### src/rtl/lsu_mem_initiator_pkg.sv
// Shared types and constants for the LSU data-memory initiator: FSM states,
// RV32I load/store width codes, sign-mask fields and the default wait timeout.
package lsu_mem_initiator_pkg;

  typedef enum logic [2:0] {
    ST_IDLE    = 3'd0,
    ST_ISSUE   = 3'd1,
    ST_WAIT_HI = 3'd2,
    ST_WAIT_LO = 3'd3,
    ST_RESP    = 3'd4
  } lsu_state_e;

  localparam logic [2:0] F3_B  = 3'b000;
  localparam logic [2:0] F3_H  = 3'b001;
  localparam logic [2:0] F3_W  = 3'b010;
  localparam logic [2:0] F3_BU = 3'b100;
  localparam logic [2:0] F3_HU = 3'b101;

  localparam logic [2:0] MASK_BYTE = 3'b001;
  localparam logic [2:0] MASK_HALF = 3'b011;
  localparam logic [2:0] MASK_WORD = 3'b111;

  localparam logic [1:0] SIZE_BYTE = 2'b00;
  localparam logic [1:0] SIZE_HALF = 2'b01;
  localparam logic [1:0] SIZE_WORD = 2'b10;

  localparam int TIMEOUT_CYCLES_DEFAULT = 16;

  // Clears the low address bits that a halfword or word access cannot use.
  function automatic logic [31:0] align_addr(input logic [31:0] addr, input logic [1:0] size);
    logic [31:0] res;
    case (size)
      SIZE_HALF: res = {addr[31:1], 1'b0};
      SIZE_WORD: res = {addr[31:2], 2'b00};
      default:   res = addr;
    endcase
    return res;
  endfunction

  function automatic logic is_misaligned(input logic [1:0] addr_lo, input logic [1:0] size);
    logic res;
    case (size)
      SIZE_HALF: res = addr_lo[0];
      SIZE_WORD: res = (addr_lo != 2'b00);
      default:   res = 1'b0;
    endcase
    return res;
  endfunction

endpackage

### src/rtl/lsu_mem_initiator_if.sv
// Request/response handshake and data-memory bundle for lsu_mem_initiator.
// master = the initiator itself; slave = requester plus memory.
interface lsu_mem_initiator_if #(
  parameter int ADDR_W = 32
);
  logic              req_valid;
  logic              req_ready;
  logic              req_load;
  logic              req_store;
  logic [2:0]        req_funct3;
  logic [ADDR_W-1:0] req_addr;
  logic [31:0]       req_wdata;
  logic              resp_valid;
  logic [31:0]       resp_rdata;
  logic              resp_err;
  logic [31:0]       mem_addr;
  logic [31:0]       mem_wdata;
  logic [3:0]        mem_sign_mask;
  logic              mem_read;
  logic              mem_write;
  logic              mem_stall;
  logic [31:0]       mem_rdata;

  modport master (
    input  req_valid, req_load, req_store, req_funct3, req_addr, req_wdata,
    input  mem_stall, mem_rdata,
    output req_ready, resp_valid, resp_rdata, resp_err,
    output mem_addr, mem_wdata, mem_sign_mask, mem_read, mem_write
  );

  modport slave (
    output req_valid, req_load, req_store, req_funct3, req_addr, req_wdata,
    output mem_stall, mem_rdata,
    input  req_ready, resp_valid, resp_rdata, resp_err,
    input  mem_addr, mem_wdata, mem_sign_mask, mem_read, mem_write
  );
endinterface

### src/rtl/lsu_mask_decode.sv
// Combinational funct3 decode: {signed, width} memory sign mask, legality of the
// load/store/funct3 combination, and access size for address alignment.
module lsu_mask_decode
  import lsu_mem_initiator_pkg::*;
(
  input  logic       load,
  input  logic       store,
  input  logic [2:0] funct3,
  output logic [3:0] sign_mask,
  output logic       legal,
  output logic [1:0] size
);

  assign size = funct3[1:0];

  // Mask and legality lookup; unsigned variants exist only for loads.
  always_comb begin
    sign_mask = 4'b0000;
    legal     = 1'b0;
    if (load && !store) begin
      case (funct3)
        F3_B:    begin sign_mask = {1'b1, MASK_BYTE}; legal = 1'b1; end
        F3_H:    begin sign_mask = {1'b1, MASK_HALF}; legal = 1'b1; end
        F3_W:    begin sign_mask = {1'b1, MASK_WORD}; legal = 1'b1; end
        F3_BU:   begin sign_mask = {1'b0, MASK_BYTE}; legal = 1'b1; end
        F3_HU:   begin sign_mask = {1'b0, MASK_HALF}; legal = 1'b1; end
        default: begin sign_mask = 4'b0000;           legal = 1'b0; end
      endcase
    end else if (store && !load) begin
      case (funct3)
        F3_B:    begin sign_mask = {1'b0, MASK_BYTE}; legal = 1'b1; end
        F3_H:    begin sign_mask = {1'b0, MASK_HALF}; legal = 1'b1; end
        F3_W:    begin sign_mask = {1'b0, MASK_WORD}; legal = 1'b1; end
        default: begin sign_mask = 4'b0000;           legal = 1'b0; end
      endcase
    end else begin
      sign_mask = 4'b0000;
      legal     = 1'b0;
    end
  end

endmodule

### src/rtl/lsu_mem_initiator.sv
// LSU data-memory initiator: one load/store at a time over a stall-handshake memory.
// Define MISALIGN_TRAP_EN to reject misaligned halfword/word accesses with resp_err.
module lsu_mem_initiator
  import lsu_mem_initiator_pkg::*;
#(
  parameter int TIMEOUT_CYCLES = TIMEOUT_CYCLES_DEFAULT,
  parameter int ADDR_W         = 32
) (
  input  logic                clk,
  input  logic                rst_n,
  lsu_mem_initiator_if.master bus
);

  localparam logic [4:0] TIMEOUT_LIMIT = 5'(TIMEOUT_CYCLES);

  lsu_state_e        state_q, state_d;
  logic [4:0]        wait_cnt_q, wait_cnt_d;
  logic [31:0]       mem_addr_q, mem_addr_d;
  logic [31:0]       mem_wdata_q, mem_wdata_d;
  logic [3:0]        mem_sign_mask_q, mem_sign_mask_d;
  logic              mem_read_q, mem_read_d;
  logic              mem_write_q, mem_write_d;
  logic              is_load_q, is_load_d;
  logic              req_ready_q, req_ready_d;
  logic              resp_valid_q, resp_valid_d;
  logic              resp_err_q, resp_err_d;
  logic [31:0]       resp_rdata_q, resp_rdata_d;

  logic [ADDR_W-1:0] req_addr_s;
  logic [31:0]       req_addr32_s;
  logic [3:0]        dec_mask_s;
  logic              dec_legal_s;
  logic [1:0]        dec_size_s;
  logic              reject_s;
  logic              accept_s;
  logic [4:0]        wait_inc_s;
  logic              timeout_s;

  lsu_mask_decode u_mask_decode (
    .load      (bus.req_load),
    .store     (bus.req_store),
    .funct3    (bus.req_funct3),
    .sign_mask (dec_mask_s),
    .legal     (dec_legal_s),
    .size      (dec_size_s)
  );

  assign req_addr_s   = bus.req_addr;
  assign req_addr32_s = 32'(req_addr_s);
  // Requests with neither load nor store are not accepted at all.
  assign accept_s     = bus.req_valid && req_ready_q && (bus.req_load || bus.req_store);
  assign wait_inc_s   = wait_cnt_q + 5'd1;
  assign timeout_s    = (wait_inc_s == TIMEOUT_LIMIT);

`ifdef MISALIGN_TRAP_EN
  assign reject_s = !dec_legal_s || is_misaligned(req_addr32_s[1:0], dec_size_s);
`else
  assign reject_s = !dec_legal_s;
`endif

  // Next-state and next-output logic for the transaction FSM.
  always_comb begin
    state_d         = state_q;
    wait_cnt_d      = wait_cnt_q;
    mem_addr_d      = mem_addr_q;
    mem_wdata_d     = mem_wdata_q;
    mem_sign_mask_d = mem_sign_mask_q;
    is_load_d       = is_load_q;
    resp_rdata_d    = resp_rdata_q;
    resp_err_d      = resp_err_q;
    case (state_q)
      ST_IDLE: begin
        if (accept_s) begin
          mem_addr_d      = align_addr(req_addr32_s, dec_size_s);
          mem_wdata_d     = bus.req_wdata;
          mem_sign_mask_d = dec_mask_s;
          is_load_d       = bus.req_load;
          resp_rdata_d    = 32'd0;
          if (reject_s) begin
            state_d    = ST_RESP;
            resp_err_d = 1'b1;
          end else begin
            state_d    = ST_ISSUE;
            resp_err_d = 1'b0;
          end
        end else begin
          state_d = ST_IDLE;
        end
      end
      ST_ISSUE: begin
        state_d    = ST_WAIT_HI;
        wait_cnt_d = 5'd0;
      end
      ST_WAIT_HI: begin
        if (bus.mem_stall) begin
          state_d    = ST_WAIT_LO;
          wait_cnt_d = 5'd0;
        end else if (timeout_s) begin
          state_d      = ST_RESP;
          resp_err_d   = 1'b1;
          resp_rdata_d = 32'd0;
        end else begin
          wait_cnt_d = wait_inc_s;
        end
      end
      ST_WAIT_LO: begin
        if (!bus.mem_stall) begin
          state_d      = ST_RESP;
          resp_err_d   = 1'b0;
          resp_rdata_d = bus.mem_rdata;
        end else if (timeout_s) begin
          state_d      = ST_RESP;
          resp_err_d   = 1'b1;
          resp_rdata_d = 32'd0;
        end else begin
          wait_cnt_d = wait_inc_s;
        end
      end
      ST_RESP: begin
        state_d    = ST_IDLE;
        resp_err_d = 1'b0;
      end
      default: begin
        state_d = ST_IDLE;
      end
    endcase
    // Strobes are registered from the next state so they line up with it.
    mem_read_d   = (state_d == ST_ISSUE) && is_load_d;
    mem_write_d  = (state_d == ST_ISSUE) && !is_load_d;
    resp_valid_d = (state_d == ST_RESP);
    req_ready_d  = (state_d == ST_IDLE);
  end

  // State and registered-output flops.
  always_ff @(posedge clk or negedge rst_n) begin
    if (!rst_n) begin
      state_q         <= ST_IDLE;
      wait_cnt_q      <= 5'd0;
      mem_addr_q      <= 32'd0;
      mem_wdata_q     <= 32'd0;
      mem_sign_mask_q <= 4'b0000;
      mem_read_q      <= 1'b0;
      mem_write_q     <= 1'b0;
      is_load_q       <= 1'b0;
      req_ready_q     <= 1'b1;
      resp_valid_q    <= 1'b0;
      resp_err_q      <= 1'b0;
      resp_rdata_q    <= 32'd0;
    end else begin
      state_q         <= state_d;
      wait_cnt_q      <= wait_cnt_d;
      mem_addr_q      <= mem_addr_d;
      mem_wdata_q     <= mem_wdata_d;
      mem_sign_mask_q <= mem_sign_mask_d;
      mem_read_q      <= mem_read_d;
      mem_write_q     <= mem_write_d;
      is_load_q       <= is_load_d;
      req_ready_q     <= req_ready_d;
      resp_valid_q    <= resp_valid_d;
      resp_err_q      <= resp_err_d;
      resp_rdata_q    <= resp_rdata_d;
    end
  end

  assign bus.req_ready     = req_ready_q;
  assign bus.resp_valid    = resp_valid_q;
  assign bus.resp_err      = resp_err_q;
  assign bus.resp_rdata    = resp_rdata_q;
  assign bus.mem_addr      = mem_addr_q;
  assign bus.mem_wdata     = mem_wdata_q;
  assign bus.mem_sign_mask = mem_sign_mask_q;
  assign bus.mem_read      = mem_read_q;
  assign bus.mem_write     = mem_write_q;

endmodule

### src/flat_wrapper.sv
// flat-port wrapper written by rule: the top's interface ports become plain ports
module lsu_mem_initiator_flat import lsu_mem_initiator_pkg::*;
#(
  parameter int TIMEOUT_CYCLES = TIMEOUT_CYCLES_DEFAULT,
  parameter int ADDR_W         = 32
)
  (clk, rst_n, bus_req_valid, bus_req_load, bus_req_store, bus_req_funct3, bus_req_addr, bus_req_wdata, bus_mem_stall, bus_mem_rdata, bus_req_ready, bus_resp_valid, bus_resp_rdata, bus_resp_err, bus_mem_addr, bus_mem_wdata, bus_mem_sign_mask, bus_mem_read, bus_mem_write);
  lsu_mem_initiator_if #(.ADDR_W(ADDR_W)) bus_i ();
  input  logic clk;
  input  logic rst_n;
  input wire logic [$bits(bus_i.req_valid)-1:0] bus_req_valid;
  input wire logic [$bits(bus_i.req_load)-1:0] bus_req_load;
  input wire logic [$bits(bus_i.req_store)-1:0] bus_req_store;
  input wire logic [$bits(bus_i.req_funct3)-1:0] bus_req_funct3;
  input wire logic [$bits(bus_i.req_addr)-1:0] bus_req_addr;
  input wire logic [$bits(bus_i.req_wdata)-1:0] bus_req_wdata;
  input wire logic [$bits(bus_i.mem_stall)-1:0] bus_mem_stall;
  input wire logic [$bits(bus_i.mem_rdata)-1:0] bus_mem_rdata;
  output wire logic [$bits(bus_i.req_ready)-1:0] bus_req_ready;
  output wire logic [$bits(bus_i.resp_valid)-1:0] bus_resp_valid;
  output wire logic [$bits(bus_i.resp_rdata)-1:0] bus_resp_rdata;
  output wire logic [$bits(bus_i.resp_err)-1:0] bus_resp_err;
  output wire logic [$bits(bus_i.mem_addr)-1:0] bus_mem_addr;
  output wire logic [$bits(bus_i.mem_wdata)-1:0] bus_mem_wdata;
  output wire logic [$bits(bus_i.mem_sign_mask)-1:0] bus_mem_sign_mask;
  output wire logic [$bits(bus_i.mem_read)-1:0] bus_mem_read;
  output wire logic [$bits(bus_i.mem_write)-1:0] bus_mem_write;
  assign bus_i.req_valid = bus_req_valid;
  assign bus_i.req_load = bus_req_load;
  assign bus_i.req_store = bus_req_store;
  assign bus_i.req_funct3 = bus_req_funct3;
  assign bus_i.req_addr = bus_req_addr;
  assign bus_i.req_wdata = bus_req_wdata;
  assign bus_i.mem_stall = bus_mem_stall;
  assign bus_i.mem_rdata = bus_mem_rdata;
  assign bus_req_ready = bus_i.req_ready;
  assign bus_resp_valid = bus_i.resp_valid;
  assign bus_resp_rdata = bus_i.resp_rdata;
  assign bus_resp_err = bus_i.resp_err;
  assign bus_mem_addr = bus_i.mem_addr;
  assign bus_mem_wdata = bus_i.mem_wdata;
  assign bus_mem_sign_mask = bus_i.mem_sign_mask;
  assign bus_mem_read = bus_i.mem_read;
  assign bus_mem_write = bus_i.mem_write;
  lsu_mem_initiator #(.TIMEOUT_CYCLES(TIMEOUT_CYCLES), .ADDR_W(ADDR_W)) u_core (.clk(clk), .rst_n(rst_n), .bus(bus_i));
endmodule
### config.mk
export PLATFORM = sky130hd
export DESIGN_NAME = lsu_mem_initiator_flat
export DESIGN_NICKNAME = d
export VERILOG_FILES = /design/src/rtl/lsu_mem_initiator_pkg.sv /design/src/rtl/lsu_mem_initiator_if.sv /design/src/rtl/lsu_mask_decode.sv /design/src/rtl/lsu_mem_initiator.sv /design/src/flat_wrapper.sv
export SDC_FILE = /design/constraint.sdc
export NUM_CORES = 1
export LEC_CHECK = 0
export ABC_AREA = 1
export BUFFER_PORTS_ARGS = -buffer_cell sky130_fd_sc_hd__buf_4
export CAP_MARGIN = 20
export CORE_UTILIZATION = 47
export DETAILED_ROUTE_END_ITERATION = 7
export PLACE_DENSITY = 0.81
export SLEW_MARGIN = 20
export SYNTH_ARGS = -nofsm -noshare
export SYNTH_HDL_FRONTEND = slang
export SYNTH_SLANG_ARGS = --single-unit
export TNS_END_PERCENT = 20
### constraint.sdc
create_clock -name clk -period 1.9 [get_ports clk]
set_clock_uncertainty 0.05 [all_clocks]
set_input_delay 0.095 -clock clk [delete_from_list [all_inputs] [get_ports clk]]
set_output_delay 0.095 -clock clk [all_outputs]
set_load 0.005 [all_outputs]
==> summary.md <==
| Metric | Value |
|---|---|
| Starting Density | `about half` |
| Most common cell after layout, fill and taps aside | `nand2_1` |
| Commonest cells after routing, fill and taps aside | `311 x nand2_1, 219 x buf_4, 113 x dfrtp_1, 101 x dlygate4sd3_1, 21 x inv_1` |
| Clock slew at the register clock pins of the worst setup and hold paths | `~60 ps` |
| Yosys warns | `0` |
| Lkg Pwr | `4.39 nW` |
| Clock sink total | `114` |
| Final number of max-transition violations | `0` |
| Root Buffer Master | `clkbuf_8` |
| Min cycle time layout | `roughly 1800 ps` |
| CP arrival | `between 2000 and 2500 ps` |
| Highest Signal Layer | `met4` |
| Num CTS Buffers | `17` |
| Synth Register Bits | `about 110` |
| Hold Path Class | `input pin to async pin` |
| CORE AREA | `approximately 9400 um2` |
| First-pass GRT wire length | `about 25 mm` |
| Crit. End Element | `flop` |
| Pre-antenna DRT Iters | `5` |
| Worst slew margin | `62.9%` |
| Post-DRT Antenna Nets | `0` |
| Clock buffer depth | `2` |
| Status | `completed` |
| Final Total Pwr | `between 10 and 15 mW` |
| EDFF count, synth | `0` |
| Post-synth ARST share | `100%` |
| Die height | `101 um` |
| CTS tree | `yes` |
| RSZ-0062 raised after global routing | `false` |
| Post-Syn Nets | `~650` |
| Final wirelength | `about 16 mm` |
| Met3 wire length | `~1.1 mm` |
| Buffers on Ports | `209` |
| Final hold vios | `0` |
| WS Path Type | `flop to flop` |
| H-tree depth | `4` |
| Syn Area/Cell | `8.66 um2` |
| M1 WL | `around 5.6 mm` |
| Maximum fanout along the worst path | `25` |
| Area grow syn2layout | `72.6%` |
| Fraction of layout cells with a size suffix above 1 | `30.2%` |
| I/O Pins | `210` |
| Post-route DRC | `0` |
| Cell variety after synth | `30` |
| Final setup viols | `0` |
| Antenna violations before repair | `0` |
| DR WL met2 | `8.57 mm` |
| Synth Cell Area | `~4600 um2` |
| Die Footprint | `between 10000 and 15000 um2` |
| Post-CTS Setup Inserts | `0` |
| Worst-Margin Slew | `approximately 560 ps` |
| Fillcell total | `472` |
| Synthesized netlist cell count | `roughly 540` |
| GRT overflow | `0` |
| Max Cap Viol | `0` |
| Seq/Total Area, Yosys | `between 60% and 70%` |
| Startpoint Class | `flop` |
| HPWL after detailed placement | `around 9.0 mm` |
| Clk_lat worst skew | `between 500 and 600 ps` |
| Critical path data required time | `approximately 2300 ps` |
| Post-synth top area share | `between 60 and 70%` |
| Setup TNS | `0 ps` |
| Tot GR Track Use | `about a third` |
| Die W | `a little over 100 um` |
| Nets@finish | `slightly below 1000` |
| Period utilization | `92.7%` |
| Largest net degree at the start of global routing | `43` |
| Ranking of synthesized cells by area | `dfrtp_1 61%, nand2_1 25%, inv_1 1.7%` |
| # rows | `35` |
| Peak supply drop | `about 1.0 mV` |
| FMAX | `568 MHz` |
| Post-synth top area cell | `dfrtp_1` |
| Drt wl/cell | `between 15 and 20 um` |
| Global placement routability congestion | `a little under 0.9` |
| N_diodes | `0` |
| Via-to-Cell Ratio | `4.98` |
| Vias in the first global route | `approximately 5200` |
| Cell Pwr Density | `1470 nW/um2` |
| Main flop type after synthesis | `dfrtp_1` |
| Vias | `around 5000` |
| Drt initial violations | `235` |
-- logic make-up (layout without fill, tap and decap cells) --
group | after synthesis | after routing | synth area share, %
buffers and inverters | 43 | 376 | 4.39
DFF | 114 | 114 | 61.4
xor gates and xnor gates | 1 | 1 | 0.188
and+or+nand+nor | 351 | 351 | 29.7
adders and majority gates | 4 | 4 | 1.08
AOI/OAI and AO/OA | 24 | 24 | 3.28
-- Yosys cell counts, drive strengths merged, types with 3 or more instances --
cell and n:
o21ai 9, inv 23, dfrtp 113, nand2 312, ha 4, o211ai 6
nor2 20, clkbuf 9, nor3 4, buf 11, nand3 10, a21oi 5
nand4 3
-- path summary, 6_finish.rpt --
kind                                                from                     endpoint  slack [ps]  depth (start not counted)
min in group clk                       bus_req_funct3[1]  u_core.bus.mem_sign_mask[2]          80                          4
worst min register to register  u_core.bus.resp_rdata[4]     u_core.bus.resp_rdata[4]         420                          2
worst min-delay path                               rst_n    u_core.bus.resp_rdata[14]          60                          2
worst max register to register      u_core.bus.req_ready      u_core.bus.mem_wdata[7]         140                          6
max in group asynchronous                          rst_n     u_core.bus.resp_rdata[0]         940                          3
worst max-delay path                u_core.bus.req_ready      u_core.bus.mem_wdata[7]         140                          6
-- metrics by stage --
step	std cells	util [%]	area, um2	worst slack, ps	hold slack, ps
floorplan	537	-	4650	341	-251
global placement	867	67.7	6380	255	56.7
detailed placement	867	67.7	6380	184	62.7
CTS	999	85.1	8010	167	41.9
global route	999	85.2	8020	17.9	66.3
finish	999	85.2	8020	138	56.7
-- registers in the layout, indices dropped and copies added (netlist names) --
register / cells
u_core.bus.resp_rdata: 32
u_core.state_q: 3
u_core.bus.mem_read: 1
u_core.bus.resp_err: 1
u_core.bus.mem_write: 1
u_core.wait_cnt_q: 5
u_core.bus.resp_valid: 1
u_core.is_load_q: 1
u_core.bus.mem_addr: 32
u_core.bus.mem_sign_mask: 4
u_core.bus.mem_wdata: 32
u_core.bus.req_ready: 1
-- report_power, final --
part	internal [mW]	switching, mW	total, mW
sequential	3.58	0.757	4.33
combinational	2.16	1.94	4.10
clock	2.25	1.08	3.33
total	7.98	3.78	11.8
-- repair_timing --
item / in CTS / in global routing
resized for setup: 0 / 2
setup endpoints to repair: 0 / 2
hold buffers: 101 / 0
hold endpoints to repair: 192 / 0
-- metal layers --
metal | GRT usage, % | vias up
met5 | 0 | -
met4 | 17.6 | 0
met3 | 10.6 | 57
met2 | 60.1 | 234
met1 | 33.2 | 2386
li1 | - | 2294
-- final cells by class --
| cell class | instances | area (um2) | share of cell area, % |
|---|---|---|---|
| sequential | 114 | 2850 | 35.6 |
| timing repair buffer | 322 | 2700 | 33.6 |
| multi-input combinational | 380 | 1600 | 20.0 |
| clock buffer | 21 | 469 | 5.85 |
| tap | 129 | 161 | 2.01 |
| clock inverter | 10 | 155 | 1.93 |
| inverter | 23 | 86.3 | 1.08 |
-- worst max-delay path: stages (launching register included) --
cell     delay (ps)
dfstp_2         540
nand2_1         110
nor3_4          220
buf_4           240
buf_4           300
nand2_1         120
nand2_1         120
No activity file was read; power rests on OpenSTA's default activity.
